**src/rtl/mips_ctrl_pkg.sv**
```systemverilog
// ---------------------------------------------------------------------------
// mips_ctrl_pkg
//   Shared definitions for the multi-cycle MIPS main control FSM:
//   state encoding, opcode constants, datapath select encodings and the
//   packed control-strobe bundle that the output decoder produces.
// ---------------------------------------------------------------------------
package mips_ctrl_pkg;

    localparam int OP_W_DEF    = 6;
    localparam int STATE_W_DEF = 4;

    // Encoding 4'hF is deliberately left unused; the FSM treats it as illegal
    // and falls back to IDLE.
    typedef enum logic [3:0] {
        S_IDLE   = 4'd0,
        S_FETCH  = 4'd1,
        S_DECODE = 4'd2,
        S_MEMADR = 4'd3,
        S_MEMRD  = 4'd4,
        S_MEMWB  = 4'd5,
        S_MEMWR  = 4'd6,
        S_RTYPE  = 4'd7,
        S_RWB    = 4'd8,
        S_ADDI   = 4'd9,
        S_IWB    = 4'd10,
        S_BRANCH = 4'd11,
        S_JUMP   = 4'd12,
        S_JAL    = 4'd13,
        S_EXCEPT = 4'd14
    } state_e;

    // Opcodes (IR[31:26])
    localparam logic [5:0] OP_RTYPE = 6'b000000;
    localparam logic [5:0] OP_LW    = 6'b100011;
    localparam logic [5:0] OP_SW    = 6'b101011;
    localparam logic [5:0] OP_BEQ   = 6'b000100;
    localparam logic [5:0] OP_BNE   = 6'b000101;
    localparam logic [5:0] OP_ADDI  = 6'b001000;
    localparam logic [5:0] OP_J     = 6'b000010;
    localparam logic [5:0] OP_JAL   = 6'b000011;

    // Next-PC select
    localparam logic [1:0] PCSRC_ALU    = 2'b00;
    localparam logic [1:0] PCSRC_ALUOUT = 2'b01;
    localparam logic [1:0] PCSRC_JUMP   = 2'b10;
    localparam logic [1:0] PCSRC_EXC    = 2'b11;

    // Write-back select
    localparam logic [1:0] M2R_ALUOUT = 2'b00;
    localparam logic [1:0] M2R_MDR    = 2'b01;
    localparam logic [1:0] M2R_PC     = 2'b10;

    // Register destination select
    localparam logic [1:0] REGDST_RT  = 2'b00;
    localparam logic [1:0] REGDST_RD  = 2'b01;
    localparam logic [1:0] REGDST_R31 = 2'b10;

    // ALU B-operand select
    localparam logic [1:0] SRCB_RT     = 2'b00;
    localparam logic [1:0] SRCB_FOUR   = 2'b01;
    localparam logic [1:0] SRCB_IMM    = 2'b10;
    localparam logic [1:0] SRCB_IMMSH2 = 2'b11;

    // ALU operation class
    localparam logic [1:0] ALUOP_ADD   = 2'b00;
    localparam logic [1:0] ALUOP_SUB   = 2'b01;
    localparam logic [1:0] ALUOP_FUNCT = 2'b10;

    typedef struct packed {
        logic       pc_write;
        logic       pc_write_beq;
        logic       pc_write_bne;
        logic       i_or_d;
        logic       mem_read;
        logic       mem_write;
        logic       ir_write;
        logic [1:0] reg_dst;
        logic [1:0] mem_to_reg;
        logic       reg_write;
        logic       alu_src_a;
        logic [1:0] alu_src_b;
        logic [1:0] alu_op;
        logic [1:0] pc_src;
        logic       illegal_op;
    } ctrl_t;

endpackage

```
**src/rtl/mc_ctrl_outdec.sv**
```systemverilog
// ---------------------------------------------------------------------------
// mc_ctrl_outdec
//   Pure combinational decode of FSM state (and latched opcode) into the
//   datapath control strobes. No handshake qualification happens here; the
//   FETCH-state ir_write/pc_write are gated with mem_ready by the parent.
// Ports
//   state_i  : current FSM state
//   op_i     : opcode latched in DECODE (selects beq vs bne in BRANCH)
//   ctrl_o   : packed control strobe bundle
// ---------------------------------------------------------------------------
module mc_ctrl_outdec
    import mips_ctrl_pkg::*;
#(
    parameter int OP_W = 6
) (
    input  state_e          state_i,
    input  logic [OP_W-1:0] op_i,
    output ctrl_t           ctrl_o
);

    always_comb begin
        ctrl_o = '0;
        case (state_i)
            S_FETCH: begin
                ctrl_o.mem_read  = 1'b1;
                ctrl_o.ir_write  = 1'b1;
                ctrl_o.pc_write  = 1'b1;
                ctrl_o.alu_src_b = SRCB_FOUR;
                ctrl_o.alu_op    = ALUOP_ADD;
                ctrl_o.pc_src    = PCSRC_ALU;
            end
            S_DECODE: begin
                // Branch target precomputed into ALUOut
                ctrl_o.alu_src_b = SRCB_IMMSH2;
                ctrl_o.alu_op    = ALUOP_ADD;
            end
            S_MEMADR: begin
                ctrl_o.alu_src_a = 1'b1;
                ctrl_o.alu_src_b = SRCB_IMM;
                ctrl_o.alu_op    = ALUOP_ADD;
            end
            S_MEMRD: begin
                ctrl_o.mem_read = 1'b1;
                ctrl_o.i_or_d   = 1'b1;
            end
            S_MEMWB: begin
                ctrl_o.reg_write  = 1'b1;
                ctrl_o.reg_dst    = REGDST_RT;
                ctrl_o.mem_to_reg = M2R_MDR;
            end
            S_MEMWR: begin
                ctrl_o.mem_write = 1'b1;
                ctrl_o.i_or_d    = 1'b1;
            end
            S_RTYPE: begin
                ctrl_o.alu_src_a = 1'b1;
                ctrl_o.alu_src_b = SRCB_RT;
                ctrl_o.alu_op    = ALUOP_FUNCT;
            end
            S_RWB: begin
                ctrl_o.reg_write  = 1'b1;
                ctrl_o.reg_dst    = REGDST_RD;
                ctrl_o.mem_to_reg = M2R_ALUOUT;
            end
            S_ADDI: begin
                ctrl_o.alu_src_a = 1'b1;
                ctrl_o.alu_src_b = SRCB_IMM;
                ctrl_o.alu_op    = ALUOP_ADD;
            end
            S_IWB: begin
                ctrl_o.reg_write  = 1'b1;
                ctrl_o.reg_dst    = REGDST_RT;
                ctrl_o.mem_to_reg = M2R_ALUOUT;
            end
            S_BRANCH: begin
                ctrl_o.alu_src_a    = 1'b1;
                ctrl_o.alu_src_b    = SRCB_RT;
                ctrl_o.alu_op       = ALUOP_SUB;
                ctrl_o.pc_src       = PCSRC_ALUOUT;
                ctrl_o.pc_write_beq = (op_i == OP_BEQ);
                ctrl_o.pc_write_bne = (op_i == OP_BNE);
            end
            S_JUMP: begin
                ctrl_o.pc_write = 1'b1;
                ctrl_o.pc_src   = PCSRC_JUMP;
            end
            S_JAL: begin
                // PC still holds PC+4 here, which is the link value
                ctrl_o.pc_write   = 1'b1;
                ctrl_o.pc_src     = PCSRC_JUMP;
                ctrl_o.reg_write  = 1'b1;
                ctrl_o.reg_dst    = REGDST_R31;
                ctrl_o.mem_to_reg = M2R_PC;
            end
            S_EXCEPT: begin
                ctrl_o.pc_write   = 1'b1;
                ctrl_o.pc_src     = PCSRC_EXC;
                ctrl_o.illegal_op = 1'b1;
            end
            default: ctrl_o = '0;
        endcase
    end

endmodule

```
**src/rtl/mc_control_fsm.sv**
```systemverilog
// ---------------------------------------------------------------------------
// mc_control_fsm
//   Multi-cycle MIPS main control FSM. Sequences FETCH/DECODE/EXEC/MEM/WB,
//   stalls on the memory ready handshake in FETCH, MEMRD and MEMWR, and
//   routes illegal opcodes to the exception vector.
// Ports
//   clk, rst_n      : clock (rising edge), asynchronous active-low reset
//   opcode          : IR[31:26], sampled in DECODE only
//   mem_ready       : memory completes the current access this cycle
//   pc_write*       : PC load strobes (unconditional / on zero / on not-zero)
//   i_or_d          : memory address select (0=PC, 1=ALUOut)
//   mem_read/write  : memory request strobes
//   ir_write        : instruction register load
//   reg_dst         : 00=rt, 01=rd, 10=r31
//   mem_to_reg      : 00=ALUOut, 01=MDR, 10=PC
//   reg_write       : register-file write enable
//   alu_src_a/b     : ALU operand selects
//   alu_op          : 00=add, 01=sub, 10=funct-decoded
//   pc_src          : 00=ALU, 01=ALUOut, 10=jump target, 11=exception vector
//   illegal_op      : one-cycle pulse in EXCEPT
//   state_o         : current state for debug
// ---------------------------------------------------------------------------
module mc_control_fsm
    import mips_ctrl_pkg::*;
#(
    parameter int OP_W    = 6,
    parameter int STATE_W = 4
) (
    input  logic               clk,
    input  logic               rst_n,
    input  logic [OP_W-1:0]    opcode,
    input  logic               mem_ready,
    output logic               pc_write,
    output logic               pc_write_beq,
    output logic               pc_write_bne,
    output logic               i_or_d,
    output logic               mem_read,
    output logic               mem_write,
    output logic               ir_write,
    output logic [1:0]         reg_dst,
    output logic [1:0]         mem_to_reg,
    output logic               reg_write,
    output logic               alu_src_a,
    output logic [1:0]         alu_src_b,
    output logic [1:0]         alu_op,
    output logic [1:0]         pc_src,
    output logic               illegal_op,
    output logic [STATE_W-1:0] state_o
);

    state_e          state_q, state_d;
    logic [OP_W-1:0] op_q, op_d;
    ctrl_t           dec;
    logic            fetch_hold;

    always_ff @(posedge clk or negedge rst_n) begin
        if (!rst_n) begin
            state_q <= S_IDLE;
            op_q    <= '0;
        end else begin
            state_q <= state_d;
            op_q    <= op_d;
        end
    end

    always_comb begin
        state_d = state_q;
        op_d    = op_q;
        case (state_q)
            S_IDLE:   state_d = S_FETCH;
            S_FETCH:  if (mem_ready) state_d = S_DECODE;
            S_DECODE: begin
                op_d = opcode;
                case (opcode)
                    OP_RTYPE:     state_d = S_RTYPE;
                    OP_LW, OP_SW: state_d = S_MEMADR;
                    OP_BEQ,
                    OP_BNE:       state_d = S_BRANCH;
                    OP_ADDI:      state_d = S_ADDI;
                    OP_J:         state_d = S_JUMP;
                    OP_JAL:       state_d = S_JAL;
                    default:      state_d = S_EXCEPT;
                endcase
            end
            // Only lw/sw reach MEMADR, so anything but sw is treated as a load
            S_MEMADR: state_d = (op_q == OP_SW) ? S_MEMWR : S_MEMRD;
            S_MEMRD:  if (mem_ready) state_d = S_MEMWB;
            S_MEMWB:  state_d = S_FETCH;
            S_MEMWR:  if (mem_ready) state_d = S_FETCH;
            S_RTYPE:  state_d = S_RWB;
            S_RWB:    state_d = S_FETCH;
            S_ADDI:   state_d = S_IWB;
            S_IWB:    state_d = S_FETCH;
            S_BRANCH,
            S_JUMP,
            S_JAL,
            S_EXCEPT: state_d = S_FETCH;
            default:  state_d = S_IDLE;
        endcase
    end

    mc_ctrl_outdec #(
        .OP_W (OP_W)
    ) u_outdec (
        .state_i (state_q),
        .op_i    (op_q),
        .ctrl_o  (dec)
    );

    // IR and PC only load once the instruction fetch actually completes
    assign fetch_hold = (state_q == S_FETCH) && !mem_ready;

    assign pc_write     = dec.pc_write & ~fetch_hold;
    assign ir_write     = dec.ir_write & ~fetch_hold;
    assign pc_write_beq = dec.pc_write_beq;
    assign pc_write_bne = dec.pc_write_bne;
    assign i_or_d       = dec.i_or_d;
    assign mem_read     = dec.mem_read;
    assign mem_write    = dec.mem_write;
    assign reg_dst      = dec.reg_dst;
    assign mem_to_reg   = dec.mem_to_reg;
    assign reg_write    = dec.reg_write;
    assign alu_src_a    = dec.alu_src_a;
    assign alu_src_b    = dec.alu_src_b;
    assign alu_op       = dec.alu_op;
    assign pc_src       = dec.pc_src;
    assign illegal_op   = dec.illegal_op;
    assign state_o      = state_q;

endmodule
```
**config.mk**
```make
export PLATFORM = sky130hd
export DESIGN_NAME = mc_control_fsm
export DESIGN_NICKNAME = d
export VERILOG_FILES = /design/src/rtl/mips_ctrl_pkg.sv /design/src/rtl/mc_ctrl_outdec.sv /design/src/rtl/mc_control_fsm.sv
export SDC_FILE = /design/constraint.sdc
export NUM_CORES = 1
export LEC_CHECK = 0
export BUFFER_PORTS_ARGS = -buffer_cell sky130_fd_sc_hd__buf_2
export CAP_MARGIN = 15
export CORE_MARGIN = 3
export CORE_UTILIZATION = 37
export DETAILED_ROUTE_END_ITERATION = 16
export GPL_ROUTABILITY_DRIVEN = 1
export HOLD_SLACK_MARGIN = 0.06
export PLACE_DENSITY_LB_ADDON = 0.1
export SLEW_MARGIN = 20
export SYNTH_ARGS = -nofsm -noshare
export SYNTH_HDL_FRONTEND = slang
export SYNTH_HIERARCHICAL = 1
export SYNTH_SLANG_ARGS = --single-unit
```
**constraint.sdc**
```tcl
create_clock -name clk -period 3.8 [get_ports clk]
set_input_delay 0.76 -clock clk [delete_from_list [all_inputs] [get_ports clk]]
set_output_delay 0.76 -clock clk [all_outputs]
set_load 0.02 [all_outputs]
```
; Yosys cells after proc, flatten, opt, wreduce, memory -nomap -nowiden
; Index checks and enable logic that the tools add are counted.
[classes]
n_eq_ne = 27
n_mux = 17
bitwise_logic = 3
reduce_logical = 14
[ops]
columns = operator, n
row1 = $pmux W4 S8, 1
row2 = $eq A4 B4 Y1 const B, 7
row3 = $eq A6 B3 Y1 const B, 4
row4 = $pmux W4 S6, 1
row5 = $pmux W4 S5, 1
row6 = $pmux W5 S4, 1
row7 = $eq A6 B6 Y1 const B, 3
row8 = $eq A4 B3 Y1 const B, 4
row9 = $eq A6 B2 Y1 const B, 2
row10 = $mux W4, 3
row11 = $reduce_or A2 Y1, 6
row12 = $eq A4 B2 Y1 const B, 2
row13 = $reduce_or A4 Y1, 2
row14 = $reduce_or A8 Y1, 1
row15 = $mux W1, 7
row16 = $eq A6 B4 Y1 const B, 1
row17 = $logic_not A6 Y1, 1
row18 = $ne A2 B2 Y1 const B, 3
row19 = $pmux W2 S3, 1
row20 = $eq A4 B1 Y1 const B, 1
row21 = $logic_not A4 Y1, 1
row22 = $mux W2, 2
row23 = $reduce_and A3 Y1, 1
row24 = $and A1 B1 Y1, 2
row25 = other kinds (3), 3
[word_totals]
ff_bits = 10
input_bits = 9
output_inout_bits = 24
wordCells = 63

; Depth between registers and ports, before layout
[depth]
depth_word = 4
mapped_depth = 5
mapped_depth_nobuf = 4

; Hierarchy
; The synthesis kept the hierarchy.
[by_module_without_submodules]
columns = module, n_inst, cells_per_inst, area_per_inst_um2, seq_area_each_um2
row1 = mc_control_fsm, 1, 67, 668.1, 250.2
row2 = mc_ctrl_outdec, 1, 39, 225.2, 0.0

; Worst setup path before layout
; No wires, ideal clock.
[synth_path]
path_kind = register to output
from = register state_q[3] (netlist: state_o[3])
to = output pc_write_beq
arrival_ps = 1670
t_required_ps = 3040
path_slack_ps = 1370
stages_incl_launch_ff = 4
path_buffers = 1
path_cell_list = dfrtp_1 buf_2 nand4b_1 nor4_1
[synth_via]
elab_chain_len = 2
[synth_lines]
columns = item, line
row1 = from (decl), mc_control_fsm.sv:51  ; state_e state_q, state_d;
row2 = from (signal assigned), mc_control_fsm.sv:61  ; state_q <= state_d;
row3 = $eq A4 B4 Y1, mc_ctrl_outdec.sv:23  ; case (state_i)
row4 = $mux W2, mc_ctrl_outdec.sv:23
row5 = to (decl), mc_control_fsm.sv:34  ; output logic pc_write_beq,
; Every way passes these cells.

==> impl_metrics.env <==
export IMPL_outcome="complete, no violations"
export IMPL_finalCritPeriodShare_pct=70.2
export IMPL_synth_edf_count=0
export IMPL_yosys_warnings=6
export IMPL_final_cells=162
export IMPL_internal_power_uw=463
export IMPL_clock_sinks=10
export IMPL_cp_arrival_ps=1910
export IMPL_final_nets=144
export IMPL_cts_inserted_buffers=3
export IMPL_antennaDiodeCount=0
export IMPL_regToRegSetupSlack_ps=2190
export IMPL_nFillCells=243
export IMPL_clock_latency_ps=270
export IMPL_vias_per_cell=5.40
export IMPL_synth_seq_area_share_pct=28.0
export IMPL_peakVddDrop_uv=514
export IMPL_port_buffers=32
export IMPL_postSynth_asyncResetShare_pct=100
export IMPL_power_density_nw_per_um2=863
export IMPL_syn2layout_area_growth_pct=20.0
export IMPL_start_util_pct=39.6
export IMPL_grt_first_pass_wirelength_um=3170
export IMPL_drive_gt1_share_pct=35.8
export IMPL_vias=874
export IMPL_synthCells=106
export IMPL_synth_top_area_share_pct=28.0
export IMPL_yosysTopAreaCell="dfrtp_1"
export IMPL_core_sq_um=2250
export IMPL_ctsResizeCount=0
export IMPL_cts_tree="yes"
export IMPL_worst_path_buf_inv=1
export IMPL_worst_path_max_delay_cell="dfrtp_1"
export IMPL_netlist_area_sq_um=893
export IMPL_rows=17
export IMPL_reg2reg_from="state_o[1]"
export IMPL_setup_viol=0
export IMPL_path_max_fanout=22
export IMPL_switching_share_pct=50.0
export IMPL_synth_flop_cell="dfrtp_1"
export IMPL_synth_area_leaders="dfrtp_1 28%, mux2_4 10%, nand2b_1 5.6%, nor2_1 3.8%, a21oi_1 3.4%"
export IMPL_switchingPower_uw=463
export IMPL_power_frac_seq_pct=28.6
export IMPL_post_cts_setup_buffers=0
export IMPL_end_kind="primary output"
export IMPL_place_hpwl_um=1560
export IMPL_htree_num_levels=1
export IMPL_wl_um=2110
export IMPL_dr_pass1_iters=4
export IMPL_grt_max_degree=25
export IMPL_clkTransAtPathRegs_ps=70
export IMPL_syn_num_nets=115
export IMPL_slew_headroom_pct=60.0
export IMPL_io_pin_count=33
export IMPL_required_ps=3040
export IMPL_hold_viol=0
export IMPL_wire_per_inst_um=13.0
export IMPL_routabilityCongestion=0.718
export IMPL_clock_skew_ps=1.10
export IMPL_max_stage_delay_ps=600
export IMPL_dpl_cell_count=158
export IMPL_ant_nets=0
export IMPL_yosys_top_cells_count="10 x dfrtp_1, 9 x nor2_1, 8 x nand2b_1"
export IMPL_min_period_ps=2670
export IMPL_die_width_um=55.1
export IMPL_cap_violations=0
export IMPL_antenna_found_initial=0
export IMPL_drt_iter0_drc=23
export IMPL_leakagePower_uw=0.000500
export IMPL_cp_start_kind="flop"
export IMPL_path_cells="or3b_2 > a21boi_0 > nor2b_1 > buf_2"
export IMPL_slew_violations=0
export IMPL_die_area_sq_um=3040
export IMPL_timing_rr_end="op_q[2]"
export IMPL_clkPwrFrac_pct=10.6
export IMPL_reg2reg_depth=3
export IMPL_cts_root_buffer="clkbuf_4"
export IMPL_path_class="flop to primary output"
export IMPL_hold_class="input pin to async pin"
export IMPL_final_core_util_pct=47.6
export IMPL_grt_ovfl_total=0
export IMPL_die_height_um=55.1
export IMPL_synth_cell_types=38
export IMPL_fmax_mhz=375
export IMPL_grt_pass1_vias=714
export IMPL_ys_ff_latch=10
export IMPL_crit_family="simple AND/OR/NAND/NOR gates"
export IMPL_worstSetupPathDepth=4
export IMPL_synth_most_common_cell="dfrtp_1"
export IMPL_power_uw=926
export IMPL_postCtsHoldBufs=0
export IMPL_syn_avg_cell_area_sq_um=8.43
export IMPL_gr_usage_all_layers_pct=14.4
export IMPL_fin_setup_tns_ps=0
export IMPL_drc_errors=0
export IMPL_combPwrFrac_pct=60.8
export IMPL_clockBufferDepth=2
export IMPL_rsz0062_at_grt="false"
export IMPL_worstMarginPinSlew_ps=600
==> cell usage in the layout, fill, tap and decap left out, drive strengths merged, types with 2 or more instances in the layout <==
cell / count
nand2: 5
inv: 4
nand3: 2
nor2b: 5
nand2b: 8
nand4b: 2
nand3b: 2
a21boi: 2
o311ai: 3
nor2: 10
a21oi: 6
o21ai: 7
mux2: 6
nor3: 4
nor4: 4
clkbuf: 4
buf: 33
dfrtp: 10
nor3b: 3
==> logic make-up after synthesis <==
group                     share of synthesized area, %
AOI/OAI and AO/OA                                 18.1
xor gates and xnor gates                         0.981
buffers and inverters                             8.40
DFF                                               28.0
muxes                                             10.1
and+or+nand+nor                                   34.5
==> cell type report <==
| type | count | area [sq um] | area share, % |
|---|---|---|---|
| multi-input cells | 83 | 568 | 53.0 |
| flip-flops and latches | 10 | 250 | 23.3 |
| repair buffers | 33 | 168 | 15.6 |
| clock buffers | 4 | 36.3 | 3.38 |
| well taps | 28 | 35.0 | 3.27 |
| inverters | 4 | 15.0 | 1.40 |
==> worst max-delay path by stage <==
| stage | start | slack, ps | endpoint |
|---|---|---|---|
| final | state_o[3] | 1130 | pc_write |
| after CTS | state_o[3] | 1120 | pc_write |
| after floorplan | state_o[3] | 1370 | pc_write_beq |
| after global placement | state_o[3] | 1510 | pc_write |
| after detailed placement | state_o[3] | 1420 | pc_write |
| after global routing | state_o[3] | 1040 | pc_write |
==> state kept, by name, indices dropped and copies added, names as in the netlist <==
register / count
op_q: 6
state_o: 4
==> routing by layer <==
metal	vias to the layer above	global-route usage, %	routed length (um)
met4	0	6.07	20
li1	446	-	-
met2	30	21.9	873
met3	2	1.61	121
met5	-	0	0
met1	396	20.4	1090
==> worst reg2reg max path, cell delays in order (launching register included) <==
cell and delay [ps]:
dfrtp_1 700, nor2b_4 280, and2_4 220, mux2_4 310
==> power groups by stage <==
stage | combinational, uW | clock [uW] | sequential, uW
2_1_floorplan | 459 | 0 | 234
3_3_place_gp | 564 | 0 | 261
3_5_place_dp | 566 | 0 | 267
4_1_cts | 568 | 100 | 264
5_1_grt | 614 | 107 | 282
6_report | 563 | 97.9 | 265
==> stage by stage <==
step | hold WS, ps | instance area, sq um | setup WS (ps)
after floorplan | 464 | 893 | 1370
after global placement | 517 | 1040 | 1510
after detailed placement | 521 | 1040 | 1420
after CTS | 339 | 1070 | 1120
after global routing | 340 | 1070 | 1040
final | 334 | 1070 | 1130
Note: power is estimated with default switching activity, not from simulation.
